==> config.mk <==
export PLATFORM = sky130hd
export DESIGN_NAME = riscv_l1d_responder
export DESIGN_NICKNAME = d
export VERILOG_FILES = /design/src/rtl/riscv_l1d_responder.sv
export SDC_FILE = /design/constraint.sdc
export NUM_CORES = 2
export LEC_CHECK = 0
export CAP_MARGIN = 20
export CELL_PAD_IN_SITES_DETAIL_PLACEMENT = 1
export CELL_PAD_IN_SITES_GLOBAL_PLACEMENT = 2
export CORE_UTILIZATION = 40
export DETAILED_ROUTE_END_ITERATION = 7
export PLACE_DENSITY = 0.65
export SETUP_SLACK_MARGIN = 0.05
export SYNTH_ARGS = -nofsm -noshare
export SYNTH_HDL_FRONTEND = slang
export SYNTH_SLANG_ARGS = --single-unit
==> constraint.sdc <==
create_clock -name i_clk -period 10.75 [get_ports i_clk]
set_input_delay 1.075 -clock i_clk [delete_from_list [all_inputs] [get_ports i_clk]]
set_output_delay 1.075 -clock i_clk [all_outputs]
set_load 0.02 [all_outputs]
==> src/rtl/riscv_l1d_responder.sv <==
// Direct-mapped, write-through, no-write-allocate L1 data cache with one-word lines.
// Read hits answer combinationally; misses refill and writes drain through one next-level port.
module riscv_l1d_responder #(
    parameter int INDEX_BITS = 6
) (
    input  logic        i_clk,
    input  logic        i_rst,
    input  logic [31:0] i_l1_addr,
    input  logic        i_l1_read,
    input  logic        i_l1_write,
    input  logic [31:0] i_l1_wdata,
    output logic [31:0] o_l1_rdata,
    output logic        o_l1_ready,
    output logic        o_mem_req,
    output logic        o_mem_we,
    output logic [31:0] o_mem_addr,
    output logic [31:0] o_mem_wdata,
    input  logic        i_mem_ack,
    input  logic [31:0] i_mem_rdata,
    output logic [1:0]  o_state,
    output logic        o_wb_full
);

    localparam int LINES = 1 << INDEX_BITS;
    localparam int TAG_W = 30 - INDEX_BITS;

    typedef enum logic [1:0] {
        S_IDLE   = 2'd0,
        S_WRITE  = 2'd1,
        S_REFILL = 2'd2
    } state_t;

    // Handshake: o_mem_req rises registered and stays high with o_mem_we/o_mem_addr/o_mem_wdata
    // stable until the cycle i_mem_ack is sampled high; i_mem_ack is ignored while o_mem_req is low.

    state_t                r_state;
    state_t                w_state_nxt;
    logic [LINES-1:0]      r_valid;
    logic [TAG_W-1:0]      r_tag  [LINES];
    logic [31:0]           r_data [LINES];
    logic                  r_mem_req;
    logic                  r_mem_we;
    logic [31:0]           r_mem_addr;
    logic [31:0]           r_mem_wdata;
    logic                  r_wb_full;

    logic [INDEX_BITS-1:0] w_idx;
    logic [TAG_W-1:0]      w_tag;
    logic [INDEX_BITS-1:0] w_fill_idx;
    logic [TAG_W-1:0]      w_fill_tag;
    logic [31:0]           w_addr_aligned;
    logic                  w_hit;
    logic                  w_ack;
    logic                  w_ready;
    logic                  w_issue_wr;
    logic                  w_issue_rd;
    logic                  w_wr_hit;
    logic                  w_fill;
    logic                  w_drain;
    logic                  w_unused;

    assign w_idx          = i_l1_addr[INDEX_BITS+1:2];
    assign w_tag          = i_l1_addr[31:INDEX_BITS+2];
    assign w_fill_idx     = r_mem_addr[INDEX_BITS+1:2];
    assign w_fill_tag     = r_mem_addr[31:INDEX_BITS+2];
    assign w_addr_aligned = {i_l1_addr[31:2], 2'b00};
    assign w_hit          = r_valid[w_idx] && (r_tag[w_idx] == w_tag);
    assign w_ack          = i_mem_ack && r_mem_req;
    assign w_unused       = ^i_l1_addr[1:0];

    always_ff @(posedge i_clk or posedge i_rst) begin
        if (i_rst) begin
            r_state <= S_IDLE;
        end else begin
            r_state <= w_state_nxt;
        end
    end

    always_comb begin
        w_state_nxt = r_state;
        w_ready     = 1'b0;
        w_issue_wr  = 1'b0;
        w_issue_rd  = 1'b0;
        w_wr_hit    = 1'b0;
        w_fill      = 1'b0;
        w_drain     = 1'b0;
        case (r_state)
            S_IDLE: begin
                if (i_l1_write) begin
                    w_ready     = 1'b1;
                    w_issue_wr  = 1'b1;
                    w_wr_hit    = w_hit;
                    w_state_nxt = S_WRITE;
                end else if (i_l1_read) begin
                    if (w_hit) begin
                        w_ready = 1'b1;
                    end else begin
                        w_issue_rd  = 1'b1;
                        w_state_nxt = S_REFILL;
                    end
                end
            end
            S_WRITE: begin
                // Buffered write is already in the array, so hits stay coherent while it drains.
                if (i_l1_read && !i_l1_write && w_hit) begin
                    w_ready = 1'b1;
                end
                if (w_ack) begin
                    w_drain     = 1'b1;
                    w_state_nxt = S_IDLE;
                end
            end
            S_REFILL: begin
                if (w_ack) begin
                    w_fill      = 1'b1;
                    w_state_nxt = S_IDLE;
                end
            end
            default: begin
                w_state_nxt = S_IDLE;
            end
        endcase
    end

    always_ff @(posedge i_clk or posedge i_rst) begin
        if (i_rst) begin
            r_valid     <= '0;
            r_mem_req   <= 1'b0;
            r_mem_we    <= 1'b0;
            r_mem_addr  <= '0;
            r_mem_wdata <= '0;
            r_wb_full   <= 1'b0;
        end else if (w_issue_wr) begin
            r_mem_req   <= 1'b1;
            r_mem_we    <= 1'b1;
            r_mem_addr  <= w_addr_aligned;
            r_mem_wdata <= i_l1_wdata;
            r_wb_full   <= 1'b1;
        end else if (w_issue_rd) begin
            r_mem_req  <= 1'b1;
            r_mem_we   <= 1'b0;
            r_mem_addr <= w_addr_aligned;
        end else if (w_drain) begin
            r_mem_req <= 1'b0;
            r_mem_we  <= 1'b0;
            r_wb_full <= 1'b0;
        end else if (w_fill) begin
            r_mem_req            <= 1'b0;
            r_valid[w_fill_idx]  <= 1'b1;
        end
    end

    // Tag and data arrays carry no reset; the valid bits alone qualify them.
    always_ff @(posedge i_clk) begin
        if (w_wr_hit) begin
            r_data[w_idx] <= i_l1_wdata;
        end else if (w_fill) begin
            r_data[w_fill_idx] <= i_mem_rdata;
            r_tag[w_fill_idx]  <= w_fill_tag;
        end
    end

    assign o_l1_rdata  = r_data[w_idx];
    assign o_l1_ready  = w_ready && !i_rst;
    assign o_mem_req   = r_mem_req;
    assign o_mem_we    = r_mem_we;
    assign o_mem_addr  = r_mem_addr;
    assign o_mem_wdata = r_mem_wdata;
    assign o_state     = r_state;
    assign o_wb_full   = r_wb_full;

endmodule

# Yosys cells after proc, flatten, opt, wreduce, memory -nomap -nowiden
# Memory sizes are Yosys's and may differ from the RTL's.
# Cells that the tools add are included.
# op_classes
n_lt_le_gt_ge	3
eq_ne	7
muxes	44
n_bitwise	4
reduce_logical	18
# ops
operator	count
$mux W32	3
$or A64 B64 Y64	1
$mux W1	32
$reduce_or A32 Y1	1
$eq A24 B24 Y1	1
$lt A6 B7 Y1 const B	2
$mux W2	4
$bmux W1 S6	1
$demux W1 S6	1
$ge A6 B1 Y1 const B	1
$logic_and A1 B1 Y1	6
$mux W6	1
$ne A3 B3 Y1 const B	2
$pmux W2 S2	1
$reduce_and A4 Y1	1
$reduce_bool A2 Y1	2
$reduce_bool A4 Y1	1
$not A1 Y1	3
$reduce_and A3 Y1	1
$reduce_bool A3 Y1	1
$eq A2 B1 Y1 const B	1
$eq A2 B2 Y1 const B	1
$logic_not A1 Y1	2
$logic_not A2 Y1	1
5 further kinds	5
# word_totals
regBits	133
ram_bits	3584
inputBits	101
out_inout_bits	102
elab_cells	85
n_memories	2
# mem_list
memory	depth	word_bits	read_ports	rd_clocked_by_memory_dff	write_ports	line	rtl
r_data	64	32	1	0	1	40	logic [31:0] r_data [LINES];
r_tag	64	24	1	0	1	39	logic [TAG_W-1:0] r_tag [LINES];

# Logic depth before layout (Yosys ltp)
# logic_depth
word_depth	9
depth_mapped	19
ltp_nobuf	11

# Worst setup path before layout
# No wires, ideal clock.
# synth_timing
path_type	input to register
start	in i_l1_addr[2]
end	mem r_tag[24][0] (netlist bit) (enable)
setup_ns	0.466
arrival_time_ns	6.035
required_time_ns	10.284
setup_slack_ns	4.249
cell_stages	17
path_buffers	7
cell_sequence	buf_6 -> buf_8 -> buf_6 -> buf_4 -> buf_4 -> mux4_2 -> a32oi_1 -> o31ai_1 -> a21oi_1 -> nand3_1 -> nor2_1 -> nor3_2 -> nand4_4 -> nor3_4 -> buf_4 -> buf_2 -> nor4_1
# synth_between
elab_chain_cells	7
elab_cells_between_ends	9
cone_classes	1 x eq/ne; 6 x mux; 1 x reduce/logical; 1 x memory
# synth_rtl
element	line	rtl
start, declared	8	input logic [31:0] i_l1_addr,
$mem_v2 Z64 W24 or $bmux W1 S6 (tied branches)	-	
$eq A24 B24 Y1 or $mux W1 (tied branches)	67	assign w_hit = r_valid[w_idx] && (r_tag[w_idx] == w_tag);
$logic_and A1 B1 Y1 *	67	
$mux W1 *	89	if (i_l1_write) begin
$mux W1 *	87	case (r_state)
$mux W1 *	155	if (w_wr_hit) begin
$mux W1 (implied by the code) *	159	r_tag[w_fill_idx] <= w_fill_tag;
end, declared	39	
# Every way passes the cells marked *; elsewhere a longest branch is shown, timed or not. The select of a mux whose other input is x is not followed.

# Worst setup path in the final report
# layout_timing
start	in i_l1_addr[2]
end	out o_l1_rdata[14]
# layout_between
elab_chain_cells	1
# layout_rtl
element	line	rtl
$mem_v2 Z64 W32	-	
end, declared	12	output logic [31:0] o_l1_rdata,
# No other way between the ends.

==> summary.md <==
| Metric | Value |
|---|---|
| Run status | `finished clean` |
| Die area | `0.363 mm²` |
| RSZ-0062 raised after global routing | `no` |
| Total negative slack | `0 ns` |
| Mapped Area | `0.144 mm²` |
| Warning count from the yosys run | `0` |
| Final wirelength | `409000 µm` |
| CTS tree | `yes` |
| Pint | `0.0259 W` |
| Via count | `69900` |
| Combinational share of power | `11.1%` |
| #FFs+latches synth | `3715` |
| Placer Congestion | `0.778` |
| Post-synth EDFFs | `3584` |
| Clock Sinks | `3715` |
| Cells after synthesis | `6556` |
| Path type of the worst min-delay path | `reg -> reg` |
| Number of library cell types mapped by synthesis | `79` |
| Post-CTS Hold Buffers | `0` |
| H-tree depth | `5` |
| Worst Path Required | `9.68 ns` |
| Layout Nets | `7173` |
| Core footprint | `0.359 mm²` |
| GRT Total Usage | `22.3%` |
| Final max-slew violation count | `0` |
| Main synth FF type | `edfxtp_1` |
| Initial antenna violation count | `17` |
| WP data arrival | `6.63 ns` |
| Fraction of registers with async set/reset | `3.53%` |
| Number of global-route vias before repair | `74100` |
| WHS Endpoint | `r_valid[61]` |
| Vias per cell | `5.75` |
| Seq/Total Area, Yosys | `77.0%` |
| Ports | `203` |
| Insertion delay to the later sink of the worst-skew pair | `0.97 ns` |
| CTS clock-pin slew for the worst setup and hold paths | `0.06 ns` |
| Clock Power Share | `38.1%` |
| Critical Path Sink Type | `output port` |
| Skew final | `0.0690 ns` |
| P_sw | `0.00855 W` |
| WHS Path Cells | `1` |
| R2R Path Start | `r_tag[3][19]` |
| Total grt overflow | `0` |
| Relative slew slack | `23.8%` |
| Largest net degree at the start of global routing | `144` |
| Min Tclk post-route | `7.71 ns` |
| Pwr/cell area | `207 mW/mm²` |
| Final worst path period share | `71.7%` |
| Reg2Reg Capture Point | `r_data[37][0]` |
| Hold_sp | `r_valid[61]` |
| Switching share of power | `24.8%` |
| Die Height | `602 µm` |
| CP Launch Type | `primary input` |
| IO buf count | `198` |
| ANT nets after route | `0` |
| Reg2reg path depth | `13` |
| DRC Markers | `0` |
| Wirelength per Cell | `33.6 µm` |
| Worst Path Max Fanout | `100` |
| Core Rows | `220` |
| # fillers | `32300` |
| Max-Cap Viols | `0` |
| Cells after DPL | `11400` |
| Clk root buf | `clkbuf_16` |
| First-pass GRT wire length | `573000 µm` |
| Die Width | `602 µm` |
| Num CTS Buffers | `390` |
| Peak VDD IR | `281 µV` |
| Mean area per synthesized cell | `22.0 µm²` |
| Setup violations, final | `0` |
| R2R setup slack | `4.46 ns` |
| Clk buf depth | `4` |
| Crit Path Class | `in -> out` |
| Sequential share of power | `50.9%` |
| Final hold vios | `0` |
| Setup Buffers After CTS | `0` |
| Max Fclk | `130 MHz` |
| HPWL reported at the end of detailed placement | `238000 µm` |
| Cts repair resizes | `0` |
| DRT Pass-1 Iters | `8` |
| Starting DRT DRC Count | `6644` |
| Leak Pwr | `52.9 nW` |
| Starting Density | `40.2%` |
| Worst slew pin tran | `1.14 ns` |
| Layout cell share with drive strength beyond 1 | `26.6%` |
| P&R area growth vs syn | `15.2%` |
| Layout Cells excl Fill | `12200` |
-- flip-flops by register name, summed over array words and instances (netlist names) --
signal / cells
r_data: 2048
r_tag: 1536
r_valid: 64
o_mem_addr: 30
o_mem_req: 1
o_state: 2
o_wb_full: 1
o_mem_wdata: 32
o_mem_we: 1
-- stage by stage --
step	cell area (µm²)	worst slack, ns	utilization (%)	power (W)	hold WS, ns
2_1_floorplan	144000	4.25	-	0.0197	0.423
3_3_place_gp	154000	2.17	42.8	0.0215	0.437
3_5_place_dp	154000	2.49	42.8	0.0217	0.443
4_1_cts	166000	2.96	46.3	0.0347	0.456
5_1_grt	166000	2.75	46.3	0.0354	0.469
6_report	166000	3.04	46.3	0.0344	0.456
-- power groups by stage --
stage          sequential [W]  combinational [W]  clock (W)
6_report               0.0175            0.00381     0.0131
4_1_cts                0.0176            0.00377     0.0133
2_1_floorplan          0.0183            0.00144          0
3_3_place_gp           0.0179            0.00361          0
3_5_place_dp           0.0179            0.00377          0
5_1_grt                0.0175            0.00403     0.0138
-- placed cells by master (no fill, tap or decap), types with 11 or more instances in the layout --
| cell | n |
|---|---|
| edfxtp_1 | 3584 |
| clkinv_2 | 70 |
| nor2_2 | 11 |
| nor2_4 | 78 |
| mux2i_1 | 503 |
| clkbuf_16 | 396 |
| nor3_1 | 24 |
| clkdlybuf4s50_1 | 192 |
| clkbuf_8 | 13 |
| clkinv_1 | 86 |
| inv_6 | 12 |
| o21ai_0 | 34 |
| nor2_1 | 54 |
| mux2_4 | 25 |
| o21bai_1 | 40 |
| mux4_2 | 821 |
| a22oi_1 | 219 |
| xnor2_1 | 16 |
| nor4_1 | 12 |
| clkbuf_1 | 90 |
| nand3_1 | 69 |
| o22ai_1 | 33 |
| bufinv_16 | 28 |
| buf_12 | 35 |
| mux2_2 | 94 |
| nand2_1 | 85 |
| nor3_2 | 17 |
| a31oi_1 | 14 |
| dfrtp_2 | 24 |
| nand4_1 | 12 |
| nor4_2 | 22 |
| a21oi_1 | 84 |
| and3_1 | 18 |
| dfrtp_1 | 107 |
| buf_4 | 256 |
| a31o_2 | 12 |
-- how the worst max path moves through the flow --
stage	from	endpoint	slack, ns	depth (start not counted)
2_1_floorplan	i_l1_addr[2]	r_tag[24][0]	4.25	17
3_3_place_gp	i_l1_addr[4]	r_data[37][1]	2.17	15
3_5_place_dp	i_l1_addr[4]	r_data[37][0]	2.49	15
4_1_cts	i_l1_addr[2]	o_l1_rdata[14]	2.96	8
5_1_grt	i_l1_addr[2]	o_l1_rdata[14]	2.75	8
6_report	i_l1_addr[2]	o_l1_rdata[14]	3.04	8
-- cell usage after synthesis (12+ instances only) --
master	n	area, µm²
edfxtp_1	3584	108000
mux4_2	821	18500
mux2i_1	507	5070
a22oi_1	219	1640
clkbuf_1	184	691
nor2_1	143	537
dfrtp_1	131	3280
mux2_2	94	1060
nand2_1	85	319
a21oi_1	84	420
nand3_1	70	350
buf_1	63	236
buf_2	48	240
nor3_1	40	200
o21bai_1	40	300
buf_4	36	270
nor4_1	34	213
o21ai_0	34	170
buf_6	33	372
o22ai_1	33	206
mux2_4	25	375
and3_1	18	113
xnor2_1	16	140
a31oi_1	14	87.6
nor2b_1	13	81.3
a31o_2	12	105
nand4_1	12	75.1
-- cell type report --
cell class / count / area, µm² / area share [%]
Antenna cell: 4 / 10.0 / 0.00603
Clock buffer: 499 / 10400 / 6.28
Clock inverter: 211 / 1830 / 1.10
Inverter: 11 / 53.8 / 0.0324
Multi-Input combinational cell: 2463 / 32200 / 19.4
Sequential cell: 3715 / 111000 / 66.8
Tap cell: 4773 / 5970 / 3.60
Timing Repair Buffer: 488 / 4610 / 2.78
-- critical path, stage by stage --
cell and delay (ns):
buf_16 0.44, buf_12 0.48, buf_4 0.78, buf_4 0.85, mux4_2 0.61, mux4_2 0.55, mux4_2 0.63, clkdlybuf4s50_1 0.60
-- cells by family after synthesis --
logic type | Yosys count | synth area share [%]
flip-flops | 3715 | 77.0
multiplexers | 1455 | 17.4
AO/OA/AOI/OAI | 513 | 2.50
AND/OR/NAND/NOR | 466 | 1.59
buffers and inverters | 379 | 1.33
XOR/XNOR | 24 | 0.146
adder cells (fa/ha/maj) | 3 | 0.0261
other | 1 | 0.00260
-- metal layers --
| layer | part of all wire, % | global-route usage [%] |
|---|---|---|
| met5 | 0.011 | 0 |
| met4 | 2.7 | 5.98 |
| met3 | 4.4 | 2.43 |
| met2 | 52 | 39.6 |
| met1 | 41 | 29.1 |
No activity file was read; power rests on OpenSTA's default activity.
